File: src/rtl/wb_regfile_pkg.sv
// wb_regfile_pkg: ISA constants shared by the writeback/register-file slice.
// Holds the word/register-index widths, the opcodes and funct codes that
// steer writeback selection and load extraction, and the $sp register index.
package wb_regfile_pkg;

    localparam int WORD = 32;
    localparam int REG  = 5;

    localparam logic [5:0] OP_SPECIAL = 6'h00;
    localparam logic [5:0] OP_JAL     = 6'h03;
    localparam logic [5:0] OP_LB      = 6'h20;
    localparam logic [5:0] OP_LH      = 6'h21;
    localparam logic [5:0] OP_LW      = 6'h23;
    localparam logic [5:0] OP_LBU     = 6'h24;
    localparam logic [5:0] OP_LHU     = 6'h25;
    localparam logic [5:0] FN_JALR    = 6'h09;

    localparam int SP = 29;

    // JAL and JALR both write the return address rather than the ALU result.
    function automatic logic is_link(input logic [WORD-1:0] ins);
        return (ins[31:26] == OP_JAL) || (ins[31:26] == OP_SPECIAL && ins[5:0] == FN_JALR);
    endfunction

endpackage

File: src/rtl/wb_regfile_load_extract.sv
// wb_load_extract: big-endian sub-word load extraction (purely combinational).
// Ports: i_word  aligned memory word
//        i_addr  low address bits (byte index; bit 0 ignored for halfwords)
//        i_op    load opcode; anything unrecognised behaves as LW
//        o_data  sign/zero-extended load result
module wb_load_extract
    import wb_regfile_pkg::*;
(
    input  logic [WORD-1:0] i_word,
    input  logic [1:0]      i_addr,
    input  logic [5:0]      i_op,
    output logic [WORD-1:0] o_data
);

    logic [7:0]  w_byte;
    logic [15:0] w_half;

    // Byte 0 is the most significant byte.
    assign w_byte = (i_addr == 2'd0) ? i_word[31:24] :
                    (i_addr == 2'd1) ? i_word[23:16] :
                    (i_addr == 2'd2) ? i_word[15:8]  : i_word[7:0];
    assign w_half = i_addr[1] ? i_word[15:0] : i_word[31:16];

    assign o_data = (i_op == OP_LB)  ? {{24{w_byte[7]}}, w_byte} :
                    (i_op == OP_LBU) ? {24'b0, w_byte}           :
                    (i_op == OP_LH)  ? {{16{w_half[15]}}, w_half} :
                    (i_op == OP_LHU) ? {16'b0, w_half}           : i_word;

endmodule

File: src/rtl/wb_regfile.sv
// wb_regfile: writeback select, 32x32 GPR file with write bypass, retire counter.
// Ports: clk/rst_n      clock, async active-low reset
//        wb*            WB stage register outputs (link PC, instruction,
//                       ALU result/load address, memory word, dest reg, load flag)
//        rsAddr/rtAddr  ID read addresses; rsData/rtData combinational read data
//        wbWriteData    final writeback value (also used for EX forwarding)
//        retired        count of committed non-bubble instructions
module wb_regfile
    import wb_regfile_pkg::*;
#(
    parameter logic [WORD-1:0] RESET_SP = 32'h0000_0000
) (
    input  logic            clk,
    input  logic            rst_n,
    input  logic [WORD-1:0] wbNewPC,
    input  logic [WORD-1:0] wbInstruction,
    input  logic [WORD-1:0] wbALUOut,
    input  logic [WORD-1:0] wbMemOut,
    input  logic [REG-1:0]  wbWriteReg,
    input  logic            wbMemRead,
    input  logic [REG-1:0]  rsAddr,
    input  logic [REG-1:0]  rtAddr,
    output logic [WORD-1:0] rsData,
    output logic [WORD-1:0] rtData,
    output logic [WORD-1:0] wbWriteData,
    output logic [WORD-1:0] retired
);

    // r0 is hard-wired to zero, so it has no storage.
    logic [WORD-1:0] r_regs [1:31];
    logic [WORD-1:0] r_retired;
    logic [WORD-1:0] w_load;

    wb_load_extract u_extract (
        .i_word (wbMemOut),
        .i_addr (wbALUOut[1:0]),
        .i_op   (wbInstruction[31:26]),
        .o_data (w_load)
    );

    assign wbWriteData = wbMemRead ? w_load :
                         is_link(wbInstruction) ? wbNewPC : wbALUOut;

    // A register being written this cycle is seen through the bypass.
    assign rsData = (rsAddr == '0) ? '0 : (rsAddr == wbWriteReg) ? wbWriteData : r_regs[rsAddr];
    assign rtData = (rtAddr == '0) ? '0 : (rtAddr == wbWriteReg) ? wbWriteData : r_regs[rtAddr];

    assign retired = r_retired;

    always_ff @(posedge clk or negedge rst_n) begin
        if (!rst_n) begin
            for (int i = 1; i < 32; i++)
                r_regs[i] <= (i == SP) ? RESET_SP : '0;
            r_retired <= '0;
        end else begin
            if (wbWriteReg != '0)
                r_regs[wbWriteReg] <= wbWriteData;
            if (wbInstruction != '0)
                r_retired <= r_retired + 1'b1;
        end
    end

endmodule

File: config.mk
export PLATFORM = sky130hd
export DESIGN_NAME = wb_regfile
export DESIGN_NICKNAME = d
export VERILOG_FILES = /design/src/rtl/wb_regfile_pkg.sv /design/src/rtl/wb_regfile_load_extract.sv /design/src/rtl/wb_regfile.sv
export SDC_FILE = /design/constraint.sdc
export NUM_CORES = 2
export LEC_CHECK = 0
export ABC_AREA = 0
export CAP_MARGIN = 20
export CORE_ASPECT_RATIO = 1.1
export CORE_MARGIN = 2
export CORE_UTILIZATION = 55
export CTS_BUF_LIST = sky130_fd_sc_hd__clkbuf_8 sky130_fd_sc_hd__clkbuf_16
export CTS_CLUSTER_SIZE = 10
export DETAILED_ROUTE_END_ITERATION = 12
export PLACE_DENSITY = 0.74
export SLEW_MARGIN = 15
export SYNTH_ARGS = -nofsm -noshare
export SYNTH_HDL_FRONTEND = slang
export SYNTH_SLANG_ARGS = --single-unit
File: constraint.sdc
create_clock -name clk -period 3.3 [get_ports clk]
set_clock_uncertainty 0.15 [all_clocks]
set_input_delay 0.495 -clock clk [delete_from_list [all_inputs] [get_ports clk]]
set_output_delay 0.495 -clock clk [all_outputs]
set_load 0.03 [all_outputs]
==> flow_summary_export.csv <==
group,metric,value,unit
clock_network,cts.sinks,1024,
synthesis,yosysTopAreaCellShare,46.68,%
critical_path,crit_path_end,"rsData[17]",
synthesis,synth_warnings,0,
routing,totalWireLength,221500,µm
synthesis,ys_seq_area_share,46.68,%
critical_path,slowest_stage,"or4b_4",
critical_path,start_kind,"input port",
routing,drt_iter0_markers,7321,
power_and_ir_drop,p_total,0.03960,W
synthesis,syn_inst,5185,
routing,firstDrtPassIters,10,
outcome,status,"finished with violations",
clock_network,cts_tree,"built",
critical_path,crit_type,"input port to output port",
routing,drtAntennaViolNets,0,
critical_path,cp.arrival,2.86,ns
sta,fin_ws,-0.2033,ns
run,cap_violations,0,
sta,slew_viol_final,0,
synthesis,syn-num-nets,5332,
global_route,grt_pass1_wl,323700,µm
sta,setup_viol,82,
global_route,antenna_found_initial,12,
clock_network,htree_levels,3,
routing,viasPerCell,7.070,
critical_path,cp.required,2.65,ns
sta,tightest_slew,0.8093,ns
critical_path,critPathBufInv,6,
place,place_ws,-0.9506,ns
global_route,grt_pass1_vias,49272,
synthesis,synth_area_per_cell,10.59,µm²
global_route,grt.total_usage,43.16,%
die,dieWidth,305.2,µm
critical_path,worstPathCellList,"buf_16 > or4b_4 > buf_6 > nor4_4 > buf_6 > buf_12 > buf_6 > a21oi_4 > o221a_4 > o221ai_4 > buf_6",
synthesis,ys_ff_latch,1024,
place,gp_congestion,1.042,
place,placed_area,62960,µm²
sta,rsz0062_at_grt,"yes",
critical_path,path_depth,11,
clock_network,clk_pin_slew,0.06,ns
clock_network,clock_latency,0.70,ns
die,row_count,121,
clock_network,clk_path_buf_depth,3,
critical_path,ff2ff_path_depth,6,
die,initial_core_util,55.44,%
layout,fin_area,69170,µm²
global_route,overflow,0,
sta,period_needed,3.503,ns
power_and_ir_drop,power.leakage,30.09,nW
die,die_y,335.3,µm
die,dieArea,102400,µm²
critical_path,cp-startpoint,"wbInstruction[27]",
critical_path,rr_startpoint,"retired[3]$_DFFE_PN0P_",
critical_path,cp_max_fo,5,
critical_path,critPathMaxStageDelay,0.62,ns
synthesis,yosysUniqueCellTypes,74,
synthesis,netlist_area,54900,µm²
synthesis,async_reset_ff_share,100.0,%
sta,clock.fmax,0.2854,GHz
synthesis,synth.area.top_cells,"dfrtp_1, mux4_2, nand2_1",
sta,finalSetupTns,-7.522,ns
routing,wire_per_inst,31.54,µm
sta,slew_headroom,46.05,%
critical_path,ff2ff_setup_slack,1.11,ns
critical_path,cp-end-kind,"output port",
sta,timing.final.crit_share,106.2,%
outcome,violations,"negative setup slack",
layout,final_core_util,69.86,%
routing,num_vias,49665,
place,port_buffers,273,
die,num_io_pins,274,
synthesis,synth_flop_cell,"dfrtp_1",
layout,syn_to_final_growth,26.00,%
routing,drcViolationCount,0,
place,hpwl,142200,µm
global_route,grt_start_max_net_pins,109,
synthesis,synth_edf_count,0,
die,core_area,99010,µm²
clock_network,numCtsBuffers,114,
power_and_ir_drop,power_density,572.4,nW/µm²
worst_hold_path,hp-class,"input port to asynchronous set/reset pin",
clock_network,ctsRootBufferMaster,"clkbuf_16",
layout,nNetsFinal,5853,
synthesis,yosysTopAreaCell,"dfrtp_1",
sta,hold_viol,0,
critical_path,critPathMostFrequentCell,"buf_6",
critical_path,r2r_end,"retired[27]$_DFFE_PN0P_",
critical_path,cp_top_family,"buffers and inverters",
power_and_ir_drop,vdd_drop_max,0.4455,mV
layout,drive_above_1_share,29.41,%
layout,fill_cells,6748,
## layout make-up
type,instances,area [µm²],share of cell area (%)
well taps,1291,1615,2.335
multi-input cells,3595,28660,41.44
diodes,11,27.53,0.03980
clock buffers,118,2919,4.220
clock inverters,15,125.1,0.1809
repair buffers,933,10010,14.47
inverters,38,181.4,0.2623
flip-flops and latches,1024,25620,37.05
## flip-flops by register name, indices dropped and copies added, names as in the netlist
name,cells
r_regs,992
retired,32
## metrics by stage
stage	cells	hold slack [ns]
floorplan	5185	0.04941
global placement	6784	0.3102
detailed placement	6784	0.3115
CTS	6983	0.2447
global route	7016	0.2798
finish	7025	0.2288
## cells by family after synthesis
kind of cell | Yosys count | synth area share [%]
AND/OR/NAND/NOR | 1409 | 10.72
multiplexers | 665 | 21.66
AO/OA/AOI/OAI | 1478 | 15.63
adder cells (fa/ha/maj) | 1 | 0.02279
buffers and inverters | 567 | 4.638
flip-flops | 1024 | 46.68
XOR/XNOR | 41 | 0.6542
## per-layer routing
metal	up-vias	track usage (%)	wire length (µm)
met1	24325	53.32	74400
met4	14	29.32	17410
met2	4182	60.21	92730
li1	20009	-	-
met5	-	1.234	504
met3	1135	20.15	36500
## report_power, final
| group | leakage [nW] | switching (W) | total (W) | internal [W] |
|---|---|---|---|---|
| Clock | 1.53 | 0.00503 | 0.0113 | 0.00631 |
| Combinational | 15.5 | 0.00554 | 0.0109 | 0.00535 |
| Sequential | 13.1 | 0.00216 | 0.0174 | 0.0152 |
## worst register-to-register path, stage by stage, from the launching register on
cell and delay, ns:
dfrtp_1 0.46, nand4_1 0.18, nor2_1 0.38, and4_1 0.37
and3_1 0.26, nand3_1 0.11, xnor2_1 0.17
## timing repair
item	in CTS	in global routing
endpoints found under the setup margin	96	94
pin swaps	105	57
endpoints found under the hold margin	45	0
setup buffers	75	38
resized for setup	484	106
hold buffers	1	0
gates cloned	6	2
## worst min path at each step
stage | slack (ns) | startpoint | endpoint
detailed placement | 0.31 | retired[31]$_DFFE_PN0P_ | retired[31]$_DFFE_PN0P_
global placement | 0.31 | retired[31]$_DFFE_PN0P_ | retired[31]$_DFFE_PN0P_
floorplan | 0.05 | rst_n | r_regs[0]$_DFFE_PN0P_
finish | 0.23 | rst_n | r_regs[199]$_DFFE_PN0P_
global route | 0.28 | rst_n | r_regs[231]$_DFFE_PN0P_
CTS | 0.24 | rst_n | r_regs[553]$_DFFE_PN0P_
## Yosys cell counts, types with 9 or more instances
cell	number
a221o_1	20
nand2_1	1122
buf_1	40
o21ai_0	693
mux4_2	408
a22oi_1	19
nor3_1	51
a21oi_1	69
inv_1	36
buf_2	93
o221ai_1	50
nand4_1	20
mux2i_1	164
o21a_1	12
and3_1	9
xnor2_1	27
o22ai_1	83
nand3_1	40
o221a_4	9
nor4_1	22
mux2_2	89
clkbuf_1	349
o21ai_1	371
a221oi_1	89
dfrtp_1	1024
nor2_1	52
xor2_1	14
nor2b_1	53
a211oi_1	12
buf_6	34
## placed cells by master (no fill, tap or decap), types with 20 or more instances in the layout
cell,Yosys,routed
nand2_2,2,26
nand3_1,40,32
buf_4,8,456
a21oi_1,69,52
mux2i_1,164,147
clkbuf_16,0,117
a221o_1,20,20
nor2b_1,53,47
buf_12,0,154
buf_6,34,140
nand2_1,1122,1097
o221ai_4,0,21
o22ai_1,83,67
clkdlybuf4s50_1,0,143
inv_1,36,23
mux2_2,89,74
dfrtp_1,1024,1024
o21ai_1,371,374
nand4_1,20,20
o21ai_0,693,680
a221oi_1,89,76
nor2_1,52,44
xnor2_1,27,26
mux4_2,408,408
nor3_1,51,47
No activity file was read; power rests on OpenSTA's default activity.
